<file path="src/rtl/systolic_feeder_pkg.sv">
// Shared types for the systolic array edge logic: element format, feeder
// states and the tokens that travel down the skew lines.
package tpu_pkg;

  localparam int DATA_WIDTH = 16;

  typedef logic signed [DATA_WIDTH-1:0] data_t;

  typedef enum logic [2:0] {
    IDLE,
    LOAD_W,
    SETTLE,
    STREAM,
    DRAIN
  } feeder_state_e;

  typedef struct packed {
    data_t data;
    logic  valid;
    logic  sw;
  } edge_token_t;

  // Columns carry no switch flag, so they use a narrower token.
  typedef struct packed {
    data_t data;
    logic  accept;
  } weight_token_t;

endpackage

</file>
<file path="src/rtl/systolic_feeder_if.sv">
// Upstream weight-tile and input-vector streams (valid/ready) into the feeder.
interface systolic_feeder_if #(
  parameter int N = 2
) ();
  import tpu_pkg::*;

  logic [N*DATA_WIDTH-1:0] w_data;
  logic                    w_valid;
  logic                    w_ready;
  logic [N*DATA_WIDTH-1:0] x_data;
  logic                    x_valid;
  logic                    x_ready;

  modport master (
    output w_data, w_valid, x_data, x_valid,
    input  w_ready, x_ready
  );

  modport slave (
    input  w_data, w_valid, x_data, x_valid,
    output w_ready, x_ready
  );

endinterface

</file>
<file path="src/rtl/systolic_feeder_skew.sv">
// Token delay line: one capture register plus DEPTH further stages, so a token
// presented before edge k comes out in the cycle after edge k+DEPTH.
module skew_line
  import tpu_pkg::*;
#(
  parameter type token_t = edge_token_t,
  parameter int  DEPTH   = 0
) (
  input  logic   clk,
  input  logic   rst,
  input  token_t d,
  output token_t q
);

  token_t stage [DEPTH+1];

  always_ff @(posedge clk or posedge rst) begin
    if (rst) begin
      for (int i = 0; i <= DEPTH; i++) stage[i] <= '0;
    end else begin
      stage[0] <= d;
      for (int i = 1; i <= DEPTH; i++) stage[i] <= stage[i-1];
    end
  end

  assign q = stage[DEPTH];

endmodule

</file>
<file path="src/rtl/systolic_feeder.sv">
// Edge driver for the weight-stationary systolic array.
//   state  | meaning
//   IDLE   | waiting for start
//   LOAD_W | accepting N weight beats onto the column skew lines
//   SETTLE | 2N-1 cycles for the last weight to reach the bottom PE
//   STREAM | accepting num_vecs input vectors onto the row skew lines
//   DRAIN  | N cycles to empty the row skew lines, done in the last one
module systolic_feeder
  import tpu_pkg::*;
#(
  parameter int N          = 2,
  parameter int DATA_WIDTH = 16
) (
  input  logic                    clk,
  input  logic                    rst,
  input  logic                    start,
  input  logic [7:0]              num_vecs,
  systolic_feeder_if.slave        up,
  output logic [N*DATA_WIDTH-1:0] col_weight_out,
  output logic [N-1:0]            col_accept_w_out,
  output logic [N*DATA_WIDTH-1:0] row_input_out,
  output logic [N-1:0]            row_valid_out,
  output logic [N-1:0]            row_switch_out,
  output logic                    busy,
  output logic                    done
);

  localparam int CW = $clog2(2*N);

  feeder_state_e state, state_n;
  logic [7:0]    beat_cnt, beat_n;
  logic [7:0]    nv_q, nv_n;
  logic [CW-1:0] phase_cnt, phase_n;
  logic          first_q, first_n;
  logic          w_rdy, x_rdy, w_acc, x_acc, sw_only;

  assign w_rdy      = (state == LOAD_W);
  assign x_rdy      = (state == STREAM) && (nv_q != 8'd0);
  assign up.w_ready = w_rdy;
  assign up.x_ready = x_rdy;
  assign w_acc      = w_rdy && up.w_valid;
  assign x_acc      = x_rdy && up.x_valid;
  assign busy       = (state != IDLE);

  always_ff @(posedge clk or posedge rst) begin
    if (rst) begin
      state     <= IDLE;
      beat_cnt  <= '0;
      nv_q      <= '0;
      phase_cnt <= '0;
      first_q   <= 1'b0;
    end else begin
      state     <= state_n;
      beat_cnt  <= beat_n;
      nv_q      <= nv_n;
      phase_cnt <= phase_n;
      first_q   <= first_n;
    end
  end

  always_comb begin
    state_n = state;
    beat_n  = beat_cnt;
    nv_n    = nv_q;
    phase_n = phase_cnt;
    first_n = first_q;
    sw_only = 1'b0;
    done    = 1'b0;
    unique case (state)
      IDLE: begin
        if (start) begin
          state_n = LOAD_W;
          nv_n    = num_vecs;
          beat_n  = '0;
        end
      end
      LOAD_W: begin
        if (w_acc) begin
          beat_n = beat_cnt + 8'd1;
          if (beat_cnt == 8'(N - 1)) begin
            state_n = SETTLE;
            beat_n  = '0;
            phase_n = '0;
          end
        end
      end
      SETTLE: begin
        phase_n = phase_cnt + CW'(1);
        if (phase_cnt == CW'(2*N - 2)) begin
          state_n = STREAM;
          phase_n = '0;
          first_n = 1'b1;
        end
      end
      STREAM: begin
        // An empty job still has to flip the PEs to the new weights.
        if (nv_q == 8'd0) begin
          sw_only = 1'b1;
          first_n = 1'b0;
          state_n = DRAIN;
        end else if (x_acc) begin
          beat_n  = beat_cnt + 8'd1;
          first_n = 1'b0;
          if (beat_cnt == nv_q - 8'd1) state_n = DRAIN;
        end
      end
      DRAIN: begin
        phase_n = phase_cnt + CW'(1);
        if (phase_cnt == CW'(N - 1)) begin
          done    = 1'b1;
          state_n = IDLE;
          phase_n = '0;
        end
      end
      default: state_n = IDLE;
    endcase
  end

  for (genvar c = 0; c < N; c++) begin : g_col
    weight_token_t tok, q;
    always_comb begin
      tok = '0;
      if (w_acc) begin
        tok.data   = up.w_data[c*DATA_WIDTH +: DATA_WIDTH];
        tok.accept = 1'b1;
      end
    end
    skew_line #(.token_t(weight_token_t), .DEPTH(c)) u_skew (
      .clk (clk),
      .rst (rst),
      .d   (tok),
      .q   (q)
    );
    assign col_weight_out[c*DATA_WIDTH +: DATA_WIDTH] = q.data;
    assign col_accept_w_out[c]                        = q.accept;
  end

  for (genvar r = 0; r < N; r++) begin : g_row
    edge_token_t tok, q;
    always_comb begin
      tok = '0;
      if (x_acc) begin
        tok.data  = up.x_data[r*DATA_WIDTH +: DATA_WIDTH];
        tok.valid = 1'b1;
        tok.sw    = first_q;
      end
      if (sw_only) tok.sw = 1'b1;
    end
    skew_line #(.token_t(edge_token_t), .DEPTH(r)) u_skew (
      .clk (clk),
      .rst (rst),
      .d   (tok),
      .q   (q)
    );
    assign row_input_out[r*DATA_WIDTH +: DATA_WIDTH] = q.data;
    assign row_valid_out[r]                          = q.valid;
    assign row_switch_out[r]                         = q.sw;
  end

endmodule
</file>
<file path="src/flat_wrapper.sv">
// flat-port wrapper written by rule: the top's interface ports become plain ports
module systolic_feeder_flat import tpu_pkg::*;
#(
  parameter int N          = 2,
  parameter int DATA_WIDTH = 16
)
  (clk, rst, start, num_vecs, col_weight_out, col_accept_w_out, row_input_out, row_valid_out, row_switch_out, busy, done, up_w_data, up_w_valid, up_x_data, up_x_valid, up_w_ready, up_x_ready);
  systolic_feeder_if #(.N(N)) up_i ();
  input  logic clk;
  input  logic rst;
  input  logic start;
  input  logic [7:0] num_vecs;
  output logic [N*DATA_WIDTH-1:0] col_weight_out;
  output logic [N-1:0] col_accept_w_out;
  output logic [N*DATA_WIDTH-1:0] row_input_out;
  output logic [N-1:0] row_valid_out;
  output logic [N-1:0] row_switch_out;
  output logic busy;
  output logic done;
  input wire logic [$bits(up_i.w_data)-1:0] up_w_data;
  input wire logic [$bits(up_i.w_valid)-1:0] up_w_valid;
  input wire logic [$bits(up_i.x_data)-1:0] up_x_data;
  input wire logic [$bits(up_i.x_valid)-1:0] up_x_valid;
  output wire logic [$bits(up_i.w_ready)-1:0] up_w_ready;
  output wire logic [$bits(up_i.x_ready)-1:0] up_x_ready;
  assign up_i.w_data = up_w_data;
  assign up_i.w_valid = up_w_valid;
  assign up_i.x_data = up_x_data;
  assign up_i.x_valid = up_x_valid;
  assign up_w_ready = up_i.w_ready;
  assign up_x_ready = up_i.x_ready;
  systolic_feeder #(.N(N), .DATA_WIDTH(DATA_WIDTH)) u_core (.clk(clk), .rst(rst), .start(start), .num_vecs(num_vecs), .up(up_i), .col_weight_out(col_weight_out), .col_accept_w_out(col_accept_w_out), .row_input_out(row_input_out), .row_valid_out(row_valid_out), .row_switch_out(row_switch_out), .busy(busy), .done(done));
endmodule
</file>
<file path="config.mk">
export PLATFORM = sky130hd
export DESIGN_NAME = systolic_feeder_flat
export DESIGN_NICKNAME = d
export VERILOG_FILES = /design/src/rtl/systolic_feeder_pkg.sv /design/src/rtl/systolic_feeder_if.sv /design/src/rtl/systolic_feeder_skew.sv /design/src/rtl/systolic_feeder.sv /design/src/flat_wrapper.sv
export SDC_FILE = /design/constraint.sdc
export NUM_CORES = 1
export LEC_CHECK = 0
export ABC_CLOCK_PERIOD_IN_PS = 8300
export CAP_MARGIN = 20
export CORE_MARGIN = 3
export CORE_UTILIZATION = 49
export CTS_CLUSTER_SIZE = 20
export DETAILED_ROUTE_END_ITERATION = 10
export GPL_ROUTABILITY_DRIVEN = 0
export PLACE_DENSITY = 0.83
export SYNTH_ARGS = -nofsm -noshare
export SYNTH_HDL_FRONTEND = slang
export SYNTH_SLANG_ARGS = --single-unit
</file>
<file path="constraint.sdc">
create_clock -name clk -period 8.3 [get_ports clk]
set_clock_uncertainty 0.1 [all_clocks]
set_input_delay 1.66 -clock clk [delete_from_list [all_inputs] [get_ports clk]]
set_output_delay 1.66 -clock clk [all_outputs]
set_load 0.01 [all_outputs]
</file>
==> flow_summary.toml, run 1 <==
[grt]
antenna_found_initial = 0
grt_pass1_wl_mm = 15.68
grt_use_total = 0.1857
grt_pass1_vias = 3133
overflow = 0
grt_start_max_net_pins = 66

[power_and_ir_drop]
leakage_nw = 3.049
ir_drop_v = 0.0001767
p_total_mw = 1.952
p_per_area_nw_per_um2 = 296.0

[timing]
max_freq_ghz = 0.2453
fin_ws_ns = 4.223
maxSlewHeadroom = 0.3567
drv_slew = 0
period_minus_slack_ns = 4.077
setup_violations = 0
hold_violations = 0
worstMarginPinSlew_ns = 0.9649
finalSetupTns_ns = 0
period_share = 0.4912
grt_setup_unrepaired = "false"

[run]
max-cap-violations = 0

[synthesis]
synth_xor_area_frac = 0.02809
synth_cells = 374
synthMuxAreaShare = 0.01445
synth_fp_nets = 455
synth.avg_cell_area_um2 = 12.51
synth_fa_ha_area_frac = 0.01070
synth_ff_type = "dfrtp_1"
synth_area_um2 = 4677
yosysSeqAreaShare = 0.6635
synth-async-reset-ratio = 1.000
synth-seq-cells = 124
synth-warning-count = 0
synth_edf_count = 0
synth_top_family_by_area = "simple AND/OR/NAND/NOR gates"
synth_compound_area_frac = 0.04361
ys_types = 39
yosys.area_share.simple = 0.1613

[place]
io_buffers = 150
placed_area_um2 = 6023
placed_cells = 605
pre_cts_ws_ns = 4.719
hpwl_mm = 6.958

[drt]
avgRoutedWirePerCell_um = 15.18
drtIter0Drc = 112
first_pass_iters = 5
vias = 3061
totalWireLength_mm = 9.684
drc = 0
avgViaCountPerCell = 4.798
antenna_left = 0

[final_layout]
areaGrowthSynthToFinish_pct = 40.96
postLayoutCellArea_um2 = 6593
nNetsFinal = 577
fillerInstances = 637
instances_no_fill = 638
drive_above_1_share = 0.08251
diodes = 0

[clocking]
clk_pin_slew_ns = 0.06
htreeDepth = 4
cts.sinks = 124
cts_buffers = 17
postCtsSetupRepairBufs = 0
cts_root_buffer = "clkbuf_8"
cts_hold_buf = 0
cts_resized = 0
cts_max_path_buffers = 2
cts_tree = "yes"
clk_latency_ns = 0.49

[worst_setup_path]
crit_fanout = 16
cp_slowest_cell = "dfrtp_1"
worstSetupEndpointType = "output port"
worstPathCellList = "nor2b_1 -> and2_1 -> nand2_1 -> inv_1 -> clkdlybuf4s50_1"
arrival_ns = 2.32
cp-start-kind = "register"
crit_buf_inv = 2
cpPeakStageDelay_ns = 0.60
path_class = "reg -> out"
cpLargestDelayFamily = "buffers and inverters"
cp.required_ns = 6.54

[floorplanning]
fp.dieW_um = 103.7
rows = 35
core_area_um2 = 9240
die_h_um = 103.7
die-area_um2 = 10750
start_util = 0.5062
io_pins = 151

[worst_hold_path]
hold_path.class = "reg -> reg"

[run_status]
status = "finished clean"
==> cells in the final DEF (no fill, tap or decap), types with 2 or more instances in the layout <==
master	synthesis	layout
a21oi_1	4	4
a31oi_1	3	3
and2_1	66	66
and3_1	3	3
clkbuf_16	0	16
clkdlybuf4s50_1	0	150
clkinv_2	0	2
clkinv_4	0	2
clkinvlp_4	0	4
dfrtp_1	124	124
ha_1	4	4
inv_1	10	9
inv_6	0	3
inv_8	0	2
mux2_2	6	6
nand2_1	15	15
nand3_1	5	5
nand4_1	6	6
nor2_1	21	20
nor2b_1	7	7
nor3_1	3	3
nor4_1	2	2
o21ai_0	11	11
o21ai_1	2	2
or3_1	2	2
xnor2_1	6	6
xor2_1	9	9
==> synth_stat cells, types with 2 or more instances <==
master    number  area share
nand4_1        6      0.0080
buf_2          2      0.0021
nand3_1        5      0.0053
o21ai_0       11       0.012
or3_1          2      0.0027
dfrtp_1      124        0.66
nor3_1         3      0.0032
a31oi_1        3      0.0040
and2_1        66       0.088
nor4_1         2      0.0027
nand2_1       15       0.012
xnor2_1        6       0.011
mux2_2         6       0.014
ha_1           4       0.011
a21oi_1        4      0.0043
clkbuf_1       9      0.0072
inv_1         10      0.0080
nor2b_1        7      0.0094
and3_1         3      0.0040
xor2_1         9       0.017
o21ai_1        2      0.0021
nor2_1        21       0.017
buf_4         38       0.061
==> metrics by stage <==
stage / hold slack [ns] / util
floorplan: 0.2312 / -
detailed placement: 0.2347 / 0.6519
global route: 0.2512 / 0.7135
global placement: 0.2313 / 0.6519
finish: 0.2421 / 0.7135
CTS: 0.2440 / 0.7118
==> power by group <==
part,internal [mW],total [mW],leakage (nW),switching (mW)
registers,0.709,0.792,1.69,0.0828
logic,0.255,0.489,1.10,0.234
clock network,0.403,0.671,0.262,0.268
==> per-layer routing <==
metal / vias up / GRT usage / routed length, µm
met1: 1504 / 0.2216 / 4037
met2: 135 / 0.3182 / 4924
met4: 0 / 0.05128 / 53
li1: 1417 / - / -
met5: - / 0 / 0
met3: 5 / 0.06854 / 668
==> final timing paths <==
kind | endpoint | depth (start not counted) | start | slack, ns
max | up_x_ready | 5 | u_core.state[0]$_DFFE_PP0P_ | 4.22
min | u_core.g_col[1].u_skew.q[8]$_DFF_PP0_ | 0 | u_core.g_col[1].u_skew.stage[25]$_DFF_PP0_ | 0.24
max reg2reg | u_core.nv_q[3]$_DFFE_PP0P_ | 3 | u_core.state[0]$_DFFE_PP0P_ | 6.08
min reg2reg | u_core.g_col[1].u_skew.q[8]$_DFF_PP0_ | 0 | u_core.g_col[1].u_skew.stage[25]$_DFF_PP0_ | 0.24
max in group asynchronous | u_core.g_col[1].u_skew.q[12]$_DFF_PP0_ | 3 | rst | 5.35
min in group asynchronous | u_core.g_col[0].u_skew.q[9]$_DFF_PP0_ | 2 | rst | 1.54
==> state kept, by name (all words and copies together), names as in the netlist <==
register / flops
u_core.phase_cnt: 2
u_core.first_q: 1
u_core.state: 3
u_core.nv_q: 8
u_core.beat_cnt: 8
u_core.g_col.u_skew.stage: 16
u_core.g_row.u_skew.stage: 16
u_core.g_row.u_skew.q: 36
u_core.g_col.u_skew.q: 34
==> logic make-up after synthesis <==
family                   after synthesis
AO/OA/AOI/OAI                         31
XOR/XNOR                              15
buffers and inverters                 59
multiplexers                           6
adder cells (fa/ha/maj)                4
AND/OR/NAND/NOR                      135
flip-flops                           124
==> layout make-up <==
class / count / area, µm² / area share
Inverter: 10 / 40.04 / 0.006073
Multi-Input combinational cell: 191 / 1210 / 0.1835
Clock buffer: 18 / 417.9 / 0.06339
Tap cell: 129 / 161.4 / 0.02448
Clock inverter: 14 / 136.4 / 0.02069
Timing Repair Buffer: 152 / 1524 / 0.2312
Sequential cell: 124 / 3103 / 0.4707
(Power assumes the default switching activity.)
==> run 2, diff against run 1 <==
--- a/config.mk
+++ b/config.mk
@@ -5,14 +5,14 @@
 export SDC_FILE = /design/constraint.sdc
 export NUM_CORES = 1
 export LEC_CHECK = 0
-export ABC_CLOCK_PERIOD_IN_PS = 8300
+export ABC_CLOCK_PERIOD_IN_PS = 4000
 export CAP_MARGIN = 20
 export CORE_MARGIN = 3
-export CORE_UTILIZATION = 49
+export CORE_UTILIZATION = 46
 export CTS_CLUSTER_SIZE = 20
 export DETAILED_ROUTE_END_ITERATION = 10
 export GPL_ROUTABILITY_DRIVEN = 0
-export PLACE_DENSITY = 0.83
+export PLACE_DENSITY = 0.79
 export SYNTH_ARGS = -nofsm -noshare
 export SYNTH_HDL_FRONTEND = slang
 export SYNTH_SLANG_ARGS = --single-unit
==> constraint.sdc (replaced) <==
create_clock -name clk -period 4 [get_ports clk]
set_clock_uncertainty 0.1 [all_clocks]
set_input_delay 0.8 -clock clk [delete_from_list [all_inputs] [get_ports clk]]
set_output_delay 0.8 -clock clk [all_outputs]
set_load 0.01 [all_outputs]
==> run 2 against run 1 <==
  * Sequential share of layout area is 0.35 points lower
  * Register-to-register slack worse by 4.3 ns
  * Sequential power grew 110%
  * Clock-buffer cell count unchanged
  * Worst setup slack got worse by 3.4 ns
  * Wire length down 1.4%
  * Global-route usage down 1.2 points
  * Hold slack gained 0.0042 ns
  * Flip-flop and latch count unchanged
  * Critical path depth unchanged
  * Non-clock buffer count rose by 1
  * Critical path type unchanged
==> flow_summary.toml, run 2 (synthesized netlist as in run 1, its figures left out) <==
[drt]
wl_met2_mm = 4.644
avgRoutedWirePerCell_um = 14.85
vias = 3025
antenna_left = 0
drtIter0Drc = 139
top_layer = "met4"
wl_met1_mm = 4.051
avgViaCountPerCell = 4.705
route.met3.wl_um = 817
drc = 0
totalWireLength_mm = 9.547
first_pass_iters = 4

[timing]
drv_slew = 0
max_freq_ghz = 0.3153
period_minus_slack_ns = 3.172
grt_setup_unrepaired = "false"
fin_ws_ns = 0.8285
hold_violations = 0
period_share = 0.7929
finalSetupTns_ns = 0
setup_violations = 0
worstMarginPinSlew_ns = 0.9193
maxSlewHeadroom = 0.3872

[place]
pre_cts_ws_ns = 1.294
placed_cells = 611
io_buffers = 150
hpwl_mm = 7.003

[clocking]
postCtsSetupRepairBufs = 0
clk_pin_slew_ns = 0.06
cts_buffers = 17
cts.sinks = 124
cts_max_path_buffers = 2
cts_root_buffer = "clkbuf_8"
clk_latency_ns = 0.49
cts_resized = 0
htreeDepth = 4
cts_hold_buf = 0
cts_tree = "yes"

[floorplanning]
start_util = 0.4763
fp.dieW_um = 106.8
core_area_um2 = 9819
die-area_um2 = 11410
rows = 36
io_pins = 151
die_h_um = 106.8

[power_and_ir_drop]
power.share.clock = 0.358
p_sw_frac = 0.2935
power_frac_comb = 0.244
switchingPower_mw = 1.210
seq_power_share = 0.398
internal_power_mw = 2.913
ir_drop_v = 0.0003149
leakage_nw = 3.079
p_total_mw = 4.123
p_per_area_nw_per_um2 = 620.9

[worst_setup_path]
arrival_ns = 2.27
r2r-start = "u_core.state[0]$_DFFE_PP0P_"
crit_fanout = 16
worstSetupEndpointType = "output port"
crit_start = "u_core.state[0]$_DFFE_PP0P_"
cp-start-kind = "register"
cp.required_ns = 3.10
path_class = "reg -> out"
rrSetupSlack_ns = 1.80

[final_layout]
final_cell_mix = "150 x clkdlybuf4s50_1, 124 x dfrtp_1, 66 x and2_1"
final_common_cell = "clkdlybuf4s50_1"
drive_above_1_share = 0.08431
diodes = 0
areaGrowthSynthToFinish_pct = 42.00
final_util = 0.6764
fillerInstances = 745
largest_reg_flops = 36
instances_no_fill = 643
nNetsFinal = 578

[grt]
overflow = 0
grt_use_total = 0.1733
grt_pass1_vias = 3046
grt_pass1_wl_mm = 15.29
grt_start_max_net_pins = 56
antenna_found_initial = 0

[worst_hold_path]
hold_path.class = "reg -> reg"
hp-start = "u_core.g_row[1].u_skew.stage[33]$_DFF_PP0_"

[run]
max-cap-violations = 0

[run_status]
status = "finished clean"
==> run 2: power by group through the flow <==
stage / Combinational, mW / Sequential [mW] / Clock, mW
2_1_floorplan: 0.680 / 1.61 / 0
3_3_place_gp: 0.978 / 1.64 / 0
3_5_place_dp: 1.01 / 1.66 / 0
4_1_cts: 1.02 / 1.64 / 1.52
5_1_grt: 1.11 / 1.67 / 1.58
6_report: 1.01 / 1.64 / 1.48
==> run 2: through the flow <==
stage               hold WS, ns  cell area (µm²)
finish                   0.2463             6641
global route             0.2491             6641
CTS                      0.2479             6641
detailed placement       0.2347             6055
global placement         0.2313             6055
floorplan                0.2312             4681
==> run 2: final cells by class <==
| class | instances | area (µm²) | area share |
|---|---|---|---|
| clock buffer | 18 | 427.9 | 0.06443 |
| tap | 133 | 166.4 | 0.02506 |
| inverter | 10 | 41.29 | 0.006217 |
| sequential | 124 | 3103 | 0.4672 |
| multi-input combinational | 191 | 1207 | 0.1818 |
| timing repair buffer | 153 | 1536 | 0.2313 |
| clock inverter | 14 | 158.9 | 0.02393 |
==> run 2: worst paths after layout <==
path | cells past startpoint | endpoint
worst max-delay path | 5 | up_x_ready
worst min register to register | 0 | u_core.g_row[1].u_skew.q[15]$_DFF_PP0_
worst max register to register | 3 | u_core.nv_q[5]$_DFFE_PP0P_
max in group asynchronous | 3 | u_core.g_col[0].u_skew.q[9]$_DFF_PP0_
min in group asynchronous | 2 | u_core.g_row[0].u_skew.q[12]$_DFF_PP0_
worst min-delay path | 0 | u_core.g_row[1].u_skew.q[15]$_DFF_PP0_
==> run 2: metal layers <==
| layer | vias up | global-route usage |
|---|---|---|
| met5 | - | 0 |
| met4 | 0 | 0.04384 |
| met1 | 1467 | 0.2179 |
| met3 | 4 | 0.06141 |
| li1 | 1425 | - |
| met2 | 129 | 0.2878 |
==> run 2: critical path, stage by stage, from the launching register on <==
cell and delay [ns]:
dfrtp_1 0.59, nor2b_1 0.24, and2_1 0.21, nand2_1 0.12, inv_1 0.09, clkdlybuf4s50_1 0.53
==> run 3, diff against run 2 <==
--- a/config.mk
+++ b/config.mk
@@ -5,14 +5,14 @@
 export SDC_FILE = /design/constraint.sdc
 export NUM_CORES = 1
 export LEC_CHECK = 0
-export ABC_CLOCK_PERIOD_IN_PS = 4000
+export ABC_CLOCK_PERIOD_IN_PS = 2800
 export CAP_MARGIN = 20
 export CORE_MARGIN = 3
-export CORE_UTILIZATION = 46
+export CORE_UTILIZATION = 41
 export CTS_CLUSTER_SIZE = 20
 export DETAILED_ROUTE_END_ITERATION = 10
 export GPL_ROUTABILITY_DRIVEN = 0
-export PLACE_DENSITY = 0.79
+export PLACE_DENSITY = 0.74
 export SYNTH_ARGS = -nofsm -noshare
 export SYNTH_HDL_FRONTEND = slang
 export SYNTH_SLANG_ARGS = --single-unit
==> constraint.sdc (replaced) <==
create_clock -name clk -period 2.8 [get_ports clk]
set_clock_uncertainty 0.1 [all_clocks]
set_input_delay 0.56 -clock clk [delete_from_list [all_inputs] [get_ports clk]]
set_output_delay 0.56 -clock clk [all_outputs]
set_load 0.01 [all_outputs]
==> run 3 against run 2 <==
  * Final cell count up 1.6%
  * Flip-flop and latch count did not move
  * Critical endpoint unchanged
  * Largest cell class unchanged
  * Sequential share of layout area down 0.49 points
  * Wire length increased by 3.0%
==> flow_summary.toml, run 3 (synthesized netlist as in run 1, its figures left out) <==
[run_status]
status = "finished clean"

[timing]
holdWs_ns = 0.2418
hold_violations = 0
drv_slew = 0
fin_ws_ns = 0.1164
period_minus_slack_ns = 2.684
grt_setup_unrepaired = "false"
max_freq_ghz = 0.3726
maxSlewHeadroom = 0.5877
period_share = 0.9584
finalSetupTns_ns = 0
setup_violations = 0
worstMarginPinSlew_ns = 0.6171

[drt]
vias = 3050
drc = 0
drtIter0Drc = 124
totalWireLength_mm = 9.837
avgRoutedWirePerCell_um = 15.06
avgViaCountPerCell = 4.671
first_pass_iters = 4
antenna_left = 0

[power_and_ir_drop]
ir_drop_v = 0.0005214
leakage_nw = 3.098
p_total_mw = 6.023
p_per_area_nw_per_um2 = 897.0

[place]
pre_cts_ws_ns = 0.3464
hpwl_mm = 6.965
io_buffers = 150

[floorplanning]
core_area_um2 = 10980
rows = 38
io_pins = 151
start_util = 0.4258
die_h_um = 112.8
fp.dieW_um = 112.8
die-area_um2 = 12730

[worst_setup_path]
cp_slowest_cell = "clkdlybuf4s50_1"
worstPathCellList = "nor2b_2 -> and2_1 -> nand2_1 -> inv_1 -> clkdlybuf4s50_1"
r2r-start = "u_core.nv_q[0]$_DFFE_PP0P_"
worstRegToRegCells = 8
crit_fanout = 13
worstReg2RegEnd = "u_core.state[1]$_DFFE_PP0P_"
rrSetupSlack_ns = 0.68
cp.required_ns = 2.14
cp-start-kind = "register"
path_class = "reg -> out"
worstSetupEndpointType = "output port"
arrival_ns = 2.02
cpPeakStageDelay_ns = 0.53

[final_layout]
final_util = 0.6113
final_common_cell = "clkdlybuf4s50_1"
nNetsFinal = 581
fillerInstances = 898
multi_input_area_um2 = 1229
drive_above_1_share = 0.09747
areaGrowthSynthToFinish_pct = 43.55
seqCellArea_um2 = 3104
final_cell_mix = "150 x clkdlybuf4s50_1, 123 x dfrtp_1, 66 x and2_1"
largest_reg_flops = 36
diodes = 0

[clocking]
postCtsSetupRepairBufs = 0
clk_pin_slew_ns = 0.05
cts_buffers = 17
cts_root_buffer = "clkbuf_16"
cts.sinks = 124
htreeDepth = 4
cts_tree = "yes"
cts_max_path_buffers = 2
clk_latency_ns = 0.41

[worst_hold_path]
hold_end = "u_core.g_row[1].u_skew.q[11]$_DFF_PP0_"
hold_path.class = "reg -> reg"
hp-start = "u_core.g_row[1].u_skew.stage[29]$_DFF_PP0_"
whs_path_depth = 0

[grt]
grt_pass1_wl_mm = 15.69
grt_start_max_net_pins = 58
grt_pass1_vias = 3150
overflow = 0
grt_use_total = 0.1607
antenna_found_initial = 1

[run]
max-cap-violations = 0
## run 3: cell types whose count changed in the layout (fill, tap and decap cells not counted), moves of 2 or more
cell        previous run  this run
buf_4                  2         4
clkbuf_1               0         2
clkinv_2               2         5
clkinv_4               4         1
clkinvlp_4             2         4
inv_6                  4         0
nor2_1                21        18
nor2_2                 0         3
## run 3: how the worst max path moves through the flow
stage / startpoint / end / slack, ns / cells after the start
2_1_floorplan: rst / u_core.beat_cnt[0]$_DFFE_PP0P_ / 0.61 / 1
3_3_place_gp: start / u_core.beat_cnt[0]$_DFFE_PP0P_ / 0.38 / 5
3_5_place_dp: start / u_core.beat_cnt[5]$_DFFE_PP0P_ / 0.35 / 7
4_1_cts: u_core.state[2]$_DFFE_PP0P_ / up_x_ready / 0.02 / 5
5_1_grt: u_core.nv_q[4]$_DFFE_PP0P_ / up_x_ready / 0.003 / 5
6_report: u_core.state[2]$_DFFE_PP0P_ / up_x_ready / 0.12 / 5
## run 3: layer usage
metal	up-vias	part of all wire	track usage
met5	-	0.0013	0
met4	2	0.026	0.07532
met3	25	0.062	0.05455
met2	108	0.51	0.2654
met1	1486	0.40	0.1895
li1	1429	-	-
## run 3: layout make-up
cell class	count	share of cell area
multi-input combinational	191	0.1830
timing repair buffer	156	0.2341
clock inverter	12	0.02180
tap	140	0.02609
inverter	10	0.006150
sequential	124	0.4624
clock buffer	20	0.06653
## run 3: critical path, delay by kind of cell, from the launching register on
kind	cells	cell delay, ns
flops	1	0.49
buf+inv	2	0.62
simple gates	3	0.49
## run 3: what timing repair did
item,in CTS,in global routing
gates resized for setup,1,5
endpoints found under the hold margin,0,0
endpoints found under the setup margin,1,2
gates cloned,0,0
hold buffers,0,0
## run 3: metrics by stage
step / std cells / cell area [µm²]
2_1_floorplan: 374 / 4681
3_3_place_gp: 621 / 6101
3_5_place_dp: 621 / 6101
4_1_cts: 653 / 6699
5_1_grt: 653 / 6714
6_report: 653 / 6714
## run 3: report_power, final
group	switching, mW	internal [mW]
logic	0.733	0.782
clock network	0.755	1.41
registers	0.235	2.10
